## config.mk

```make
export PLATFORM = sky130hd
export DESIGN_NAME = led_fade_pwm
export DESIGN_NICKNAME = d
export VERILOG_FILES = /design/src/rtl/led_fade_pwm_pkg.sv /design/src/rtl/led_fade_channel.sv /design/src/rtl/led_fade_pwm.sv
export SDC_FILE = /design/constraint.sdc
export NUM_CORES = 1
export LEC_CHECK = 0
export CORE_MARGIN = 5
export CORE_UTILIZATION = 50
export CTS_CLUSTER_SIZE = 25
export DETAILED_ROUTE_END_ITERATION = 10
export PLACE_DENSITY = 0.66
export SYNTH_ARGS = -nofsm -noshare
export SYNTH_HDL_FRONTEND = slang
export SYNTH_HIERARCHICAL = 1
export SYNTH_SLANG_ARGS = --single-unit
export TNS_END_PERCENT = 50
```

## constraint.sdc

```tcl
create_clock -name CLK -period 7.18 [get_ports CLK]
set_input_delay 2.154 -clock CLK [delete_from_list [all_inputs] [get_ports CLK]]
set_output_delay 2.154 -clock CLK [all_outputs]
set_load 0.02 [all_outputs]
```

## src/rtl/led_fade_pwm_pkg.sv

```systemverilog
// Purpose: shared widths and reset constants for the LED fade/PWM block.
// Latency: n/a (declarations only).
// Backpressure: none; constants only.
package led_fade_pwm_pkg;

  localparam int LEVEL_W = 8;
  localparam int PWM_W   = 8;

  localparam logic [LEVEL_W-1:0] LEVEL_RST = 8'h00;
  localparam logic [PWM_W-1:0]   PWM_OFF   = 8'h00;

endpackage

```

## src/rtl/led_fade_channel.sv

```systemverilog
// Purpose: one LED channel; ramps a brightness level toward on/off and compares it with the shared PWM count.
// Latency: level moves one STEP per tick; pwm_out is registered 1 cycle after level/pwm_cnt; busy is combinational.
// Backpressure: none; the on bit is level-sampled and the channel always follows it.
module led_fade_channel
  import led_fade_pwm_pkg::*;
#(
  parameter int STEP      = 8,
  parameter int MAX_LEVEL = 255
) (
  input  logic             CLK,
  input  logic             RESET,
  input  logic             tick,
  input  logic             on,
  input  logic [PWM_W-1:0] pwm_cnt,
  output logic             pwm_out,
  output logic             busy
);

  localparam int LW1 = LEVEL_W + 1;
  localparam logic [LEVEL_W:0]   STEP_X = LW1'(STEP);
  localparam logic [LEVEL_W-1:0] MAX_L  = LEVEL_W'(MAX_LEVEL);

  logic [LEVEL_W-1:0] level;
  logic [LEVEL_W-1:0] target;
  logic [LEVEL_W-1:0] level_nxt;
  logic [LEVEL_W:0]   up_sum;
  logic [LEVEL_W:0]   dn_floor;

  // Saturating step toward the target; sums carry a 9th bit so nothing wraps.
  always_comb begin
    target    = on ? MAX_L : LEVEL_RST;
    up_sum    = {1'b0, level} + STEP_X;
    dn_floor  = {1'b0, target} + STEP_X;
    level_nxt = level;
    if (level < target) begin
      level_nxt = (up_sum > {1'b0, target}) ? target : up_sum[LEVEL_W-1:0];
    end else if (level > target) begin
      level_nxt = ({1'b0, level} > dn_floor) ? (level - STEP_X[LEVEL_W-1:0]) : target;
    end
  end

  // Top level registers the OR of all channels, so this stays combinational.
  assign busy = (level != target);

  // Level advances only on ticks; full level forces a constant-on output.
  always_ff @(posedge CLK) begin
    if (RESET) begin
      level   <= LEVEL_RST;
      pwm_out <= 1'b0;
    end else begin
      if (tick) begin
        level <= level_nxt;
      end
      pwm_out <= (level == '1) || (pwm_cnt < level);
    end
  end

endmodule

```

## src/rtl/led_fade_pwm.sv

```systemverilog
// Purpose: turns the LED peripheral's 8-bit register into faded, PWM-dimmed LED drives.
// Latency: LED_IN -> led_q 1 cycle; ramp of ceil(MAX_LEVEL/STEP) ticks; LED_PWM/FADE_BUSY 1 cycle after level.
// Backpressure: none; LED_IN is level-sampled every cycle with no handshake.
module led_fade_pwm
  import led_fade_pwm_pkg::*;
#(
  parameter int FADE_DIV  = 1000,
  parameter int STEP      = 8,
  parameter int MAX_LEVEL = 255
) (
  input  logic       CLK,
  input  logic       RESET,
  input  logic [7:0] LED_IN,
  output logic [7:0] LED_PWM,
  output logic       FADE_BUSY
);

  localparam int PRE_W = (FADE_DIV > 1) ? $clog2(FADE_DIV) : 1;
  localparam logic [PRE_W-1:0] PRE_LAST = PRE_W'(FADE_DIV - 1);

  logic [7:0]       led_q;
  logic [PRE_W-1:0] presc;
  logic             tick;
  logic [PWM_W-1:0] pwm_cnt;
  logic [7:0]       ch_pwm;
  logic [7:0]       ch_busy;

  // With FADE_DIV=1 the prescaler sits at 0 and every cycle is a tick.
  assign tick = (presc == PRE_LAST);

  // Input register, fade prescaler, shared free-running PWM counter and busy flag.
  always_ff @(posedge CLK) begin
    if (RESET) begin
      led_q     <= 8'h00;
      presc     <= '0;
      pwm_cnt   <= PWM_OFF;
      FADE_BUSY <= 1'b0;
    end else begin
      led_q     <= LED_IN;
      presc     <= tick ? '0 : presc + 1'b1;
      pwm_cnt   <= pwm_cnt + 1'b1;
      FADE_BUSY <= |ch_busy;
    end
  end

  for (genvar i = 0; i < 8; i++) begin : g_ch
    led_fade_channel #(
      .STEP      (STEP),
      .MAX_LEVEL (MAX_LEVEL)
    ) u_ch (
      .CLK     (CLK),
      .RESET   (RESET),
      .tick    (tick),
      .on      (led_q[i]),
      .pwm_cnt (pwm_cnt),
      .pwm_out (ch_pwm[i]),
      .busy    (ch_busy[i])
    );
  end

  // Channel outputs are already registered.
  assign LED_PWM = ch_pwm;

endmodule
```

[Yosys cells after proc, flatten, opt, wreduce, memory -nomap -nowiden]
Cells that the tools add are included.
Operators by class
  reduce and logical (&&, ||, !) cells: 26
  add/sub/neg operators: 26
  multiplexer cells: 40
  equality and inequality tests: 17
  magnitude comparators: 40
Operators by type and width (count)
  8-bit 2-to-1 mux: 40
  8-bit by 4-bit adder with 9-bit output, second input constant: 16
  8-bit less-than comparator: 16
  8-bit by 9-bit > comparator with 1-bit output: 8
  9-bit by 8-bit > comparator with 1-bit output: 8
  8-bit equality test, second input constant: 8
  8-bit > comparator: 8
  8-bit != test: 8
  8-bit by 4-bit subtractor with 8-bit output, second input constant: 8
  2-bit AND reduction: 8
  2-bit nonzero test: 8
  10-bit by 1-bit adder with 10-bit output, second input constant: 1
  10-bit equality test, second input constant: 1
  8-bit by 1-bit adder with 8-bit output, second input constant: 1
  1-bit logical OR: 8
  8-bit OR reduction: 1
  2-bit OR reduction: 1
Storage, ports and cells
  word-level logic and storage cells: 169
  input port bits: 10
  output and inout bits: 9
  bits in registers: 99

[Longest topological paths before layout]
  depth in word-level cells: 6
  mapped depth: 10

[By module]
The synthesis kept the hierarchy.
By module, submodules not included
  led_fade_channel: cells an instance 128, area an instance 1049.8 um2, sequential area each 140.1 um2, instances 8
  led_fade_pwm: cells an instance 110, area an instance 1041.0 um2, sequential area each 540.5 um2, instances 1

[Worst setup path before layout]
No wires, ideal clock.
  path kind: input-to-reg
  start point: in RESET
  end point: reg g_ch[0].u_ch.pwm_out
  arrival time: 2.826 ns
  path slack: 4.279 ns
  buffers on the path: 1
  data required time: 7.106 ns
  stages on the path: 3
  path through: clkbuf_1 > or4_1 > o21ai_0
RTL lines
  from (decl): RTL line led_fade_pwm.sv:12  | input logic RESET,
  to (signal assigned): RTL line led_fade_channel.sv:54  | pwm_out <= (level == '1) || (pwm_cnt < level);
  to (decl): RTL line led_fade_channel.sv:15  | output logic pwm_out,

[Final worst setup path]
  start point: reg g_ch[2].u_ch.pwm_out
  end point: out LED_PWM[2]
RTL lines
  from (decl): RTL line led_fade_channel.sv:15
  from (signal assigned): RTL line led_fade_channel.sv:54
  to (decl): RTL line led_fade_pwm.sv:14  | output logic [7:0] LED_PWM,
No word-level cell between the ends.

==> results.py <==
metrics = {
    "run_status": {
        "status": "finished clean",
    },
    "final_layout": {
        "postLayoutCoreUtil_pct": 54.27,
        "fin_area_sq_um": 10120,
        "mostFrequentLayoutCell": "ha_1",
        "nFillCells": 1775,
        "multi_input_area_sq_um": 7253,
        "final_cell_mix": "ha_1 (186), nor2_1 (97), inv_1 (91), dfxtp_1 (83), nand3_1 (71)",
        "num_antenna_cells": 0,
        "seqCellArea_sq_um": 1662,
        "drive_gt1_share_pct": 6.338,
        "syn_to_final_growth_pct": 7.184,
        "finish.net_count": 1327,
    },
    "yosys": {
        "ys_warn_count": 6,
        "synth_top_family_by_area": "compound AO/OA/AOI/OAI gates",
        "ys_async_sr_fraction_pct": 0,
        "syn_area_per_cell_sq_um": 8.324,
        "synth_area_sq_um": 9439,
        "synth_compound_area_share_pct": 24.73,
        "synthSimpleGateAreaFrac_pct": 21.54,
        "synth_edf_count": 0,
        "seq_area_frac_synth_pct": 17.60,
        "synth.distinct_cells": 51,
        "synth_flop_cell": "dfxtp_1",
        "synth-seq-cells": 83,
        "synth.area.mux_share_pct": 0.8484,
        "synth_nets": 1330,
        "synth-xor-area-share_pct": 5.011,
        "netlist_instances": 1134,
        "yosys.area_share.adder_pct": 24.66,
    },
    "clock_tree": {
        "cts_sinks": 83,
        "path_clk_slew_ps": 60,
        "clk_path_buf_depth": 2,
        "tritoncts": "done",
        "clockRootBuffer": "clkbuf_16",
        "numCtsBuffers": 9,
        "clk_latency_ps": 350,
        "postCtsHoldBufs": 0,
        "post-cts-setup-buffer-count": 0,
        "htree_levels": 3,
        "cts_resized": 0,
    },
    "routing": {
        "viasPerCell": 6.089,
        "vias": 8342,
        "wl_per_cell_microns": 16.32,
        "wl_microns": 22360,
        "drc": 0,
        "antenna_left": 0,
        "drt_first_iter_violations": 360,
        "dr.pass1.iters": 5,
    },
    "placed_design": {
        "gp_congestion": 0.8796,
        "hpwl_microns": 16660,
        "post-place-ws_ps": 3402,
        "portBuffers": 18,
        "place_area_sq_um": 9742,
    },
    "min_path": {
        "hp-start": "presc[0]",
        "min_path_type": "register to register",
        "worstHoldPathCells": 1,
    },
    "grt": {
        "grt_use_total_pct": 20.86,
        "antenna_found_initial": 0,
        "grt_max_degree": 64,
        "first_global_vias": 8014,
        "grt_pass1_wl_microns": 38590,
        "grt-ovfl-total": 0,
    },
    "setup_path": {
        "r2r_end": "g_ch[5].u_ch/level[1]",
        "crit_path_start_kind": "register",
        "path_buf_inv": 1,
        "cp_slowest_cell": "clkdlybuf4s50_1",
        "cp_cell_sequence": "clkdlybuf4s50_1",
        "cp.depth": 1,
        "critPathTopFamily": "buffers and inverters",
        "endpoint": "LED_PWM[2]",
        "reg2reg_depth": 8,
        "critPathKind": "register to output pin",
        "slowest_delay_ps": 620,
        "cp_data_required_time_ps": 5030,
        "rrSetupSlack_ps": 4100,
        "timing.rr.start": "led_q[5]",
        "end_kind": "output pin",
        "startpoint": "g_ch[2].u_ch/pwm_out",
        "crit_fanout": 1,
        "crit_arrival_ps": 1330,
    },
    "timing": {
        "post-route-min-period_ps": 3484,
        "rsz0062_at_grt": "false",
        "skew_ps": 8.439,
        "fin_tns_setup_ps": 0,
        "fin_crit_sh_pct": 48.53,
        "slew_headroom_pct": 51.67,
        "fmax_ghz": 0.2870,
        "setup_slack_ps": 3696,
        "setup_viol": 0,
        "drv_slew": 0,
        "hold_violations": 0,
        "worst_slew_pin_slew_ps": 719.4,
    },
    "die": {
        "dieArea_sq_um": 21730,
        "pin_count": 19,
        "coreArea_sq_um": 18640,
        "dieHeight_microns": 147.4,
        "fp-row-count": 50,
        "die_x_microns": 147.4,
        "start_util_pct": 50.63,
    },
    "pwr": {
        "p_leak_uw": 0.004056,
        "power.density_nw_per_um2": 130.1,
        "ir_worst_vdd_mv": 0.1101,
    },
    "job": {
        "max_cap_violations": 0,
    },
}
-- cell usage after synthesis (9+ instances only) --
library cell	instances	area (sq um)
and2_1	9	56.30
a21oi_1	46	230.2
nor2_1	97	364.1
or3_1	35	219.0
and4_1	9	78.83
nor2b_1	18	112.6
ha_1	186	2327
clkbuf_1	26	97.59
nand3_1	71	355.3
o21ai_0	46	230.2
nand2_1	30	112.6
o31ai_1	25	187.7
xor2_1	11	96.34
xnor2_1	43	376.6
a32oi_1	9	78.83
or4_1	17	127.6
a31oi_1	10	62.56
o21a_1	24	180.2
a211o_1	16	140.1
dfxtp_1	83	1662
nor3_1	17	85.08
a311oi_1	24	210.2
nand4_1	11	68.82
nor4_1	10	62.56
a31o_2	9	78.83
inv_1	91	341.6
o21bai_1	16	120.1
-- metal layers --
| metal | share of wire (%) | wire (microns) | global-route usage (%) |
|---|---|---|---|
| met3 | 2.8 | 621 | 2.514 |
| met4 | 1.4 | 321 | 5.965 |
| met1 | 50 | 11260 | 28.39 |
| met5 | 0 | 0 | 0 |
| met2 | 45 | 10160 | 34.91 |
-- state kept, by name, summed over array words and instances (netlist names) --
name,flops
FADE_BUSY,1
g_ch.u_ch/level,48
led_q,8
g_ch.u_ch/pwm_out,8
presc,10
pwm_cnt,8
-- worst min-delay path by stage --
stage                to  slack (ps)
2_1_floorplan  presc[0]         430
3_3_place_gp   presc[0]         450
3_5_place_dp   presc[0]         460
4_1_cts        presc[0]         470
5_1_grt        presc[0]         490
6_report       presc[0]         460
-- final cells by class --
cell class,count,share of cell area [%]
clock buffers,10,2.362
flip-flops and latches,83,16.42
repair buffers,20,1.905
clock inverters,6,1.348
well taps,234,2.894
inverters,91,3.376
multi-input cells,926,71.69
-- logic make-up after synthesis --
group,count (synthesis)
AO/OA/AOI/OAI,307
XOR/XNOR,54
adder cells (fa/ha/maj),186
buffers and inverters,125
flip-flops,83
multiplexers,8
AND/OR/NAND/NOR,371
-- metrics by stage --
step	power, uW	hold slack [ps]	cells
after global placement	735.1	445.4	1354
after floorplan	676.8	425.8	1134
after CTS	1331	472.7	1370
after detailed placement	738.8	457.3	1354
after global routing	1384	489.4	1370
final	1316	461.2	1370
-- power breakdown --
group | switching [uW] | internal (uW) | leakage [uW]
combinational | 137 | 105 | 0.00320
sequential | 16.2 | 472 | 0.000674
clock | 200 | 385 | 0.000179
No activity file was read; power rests on OpenSTA's default activity.
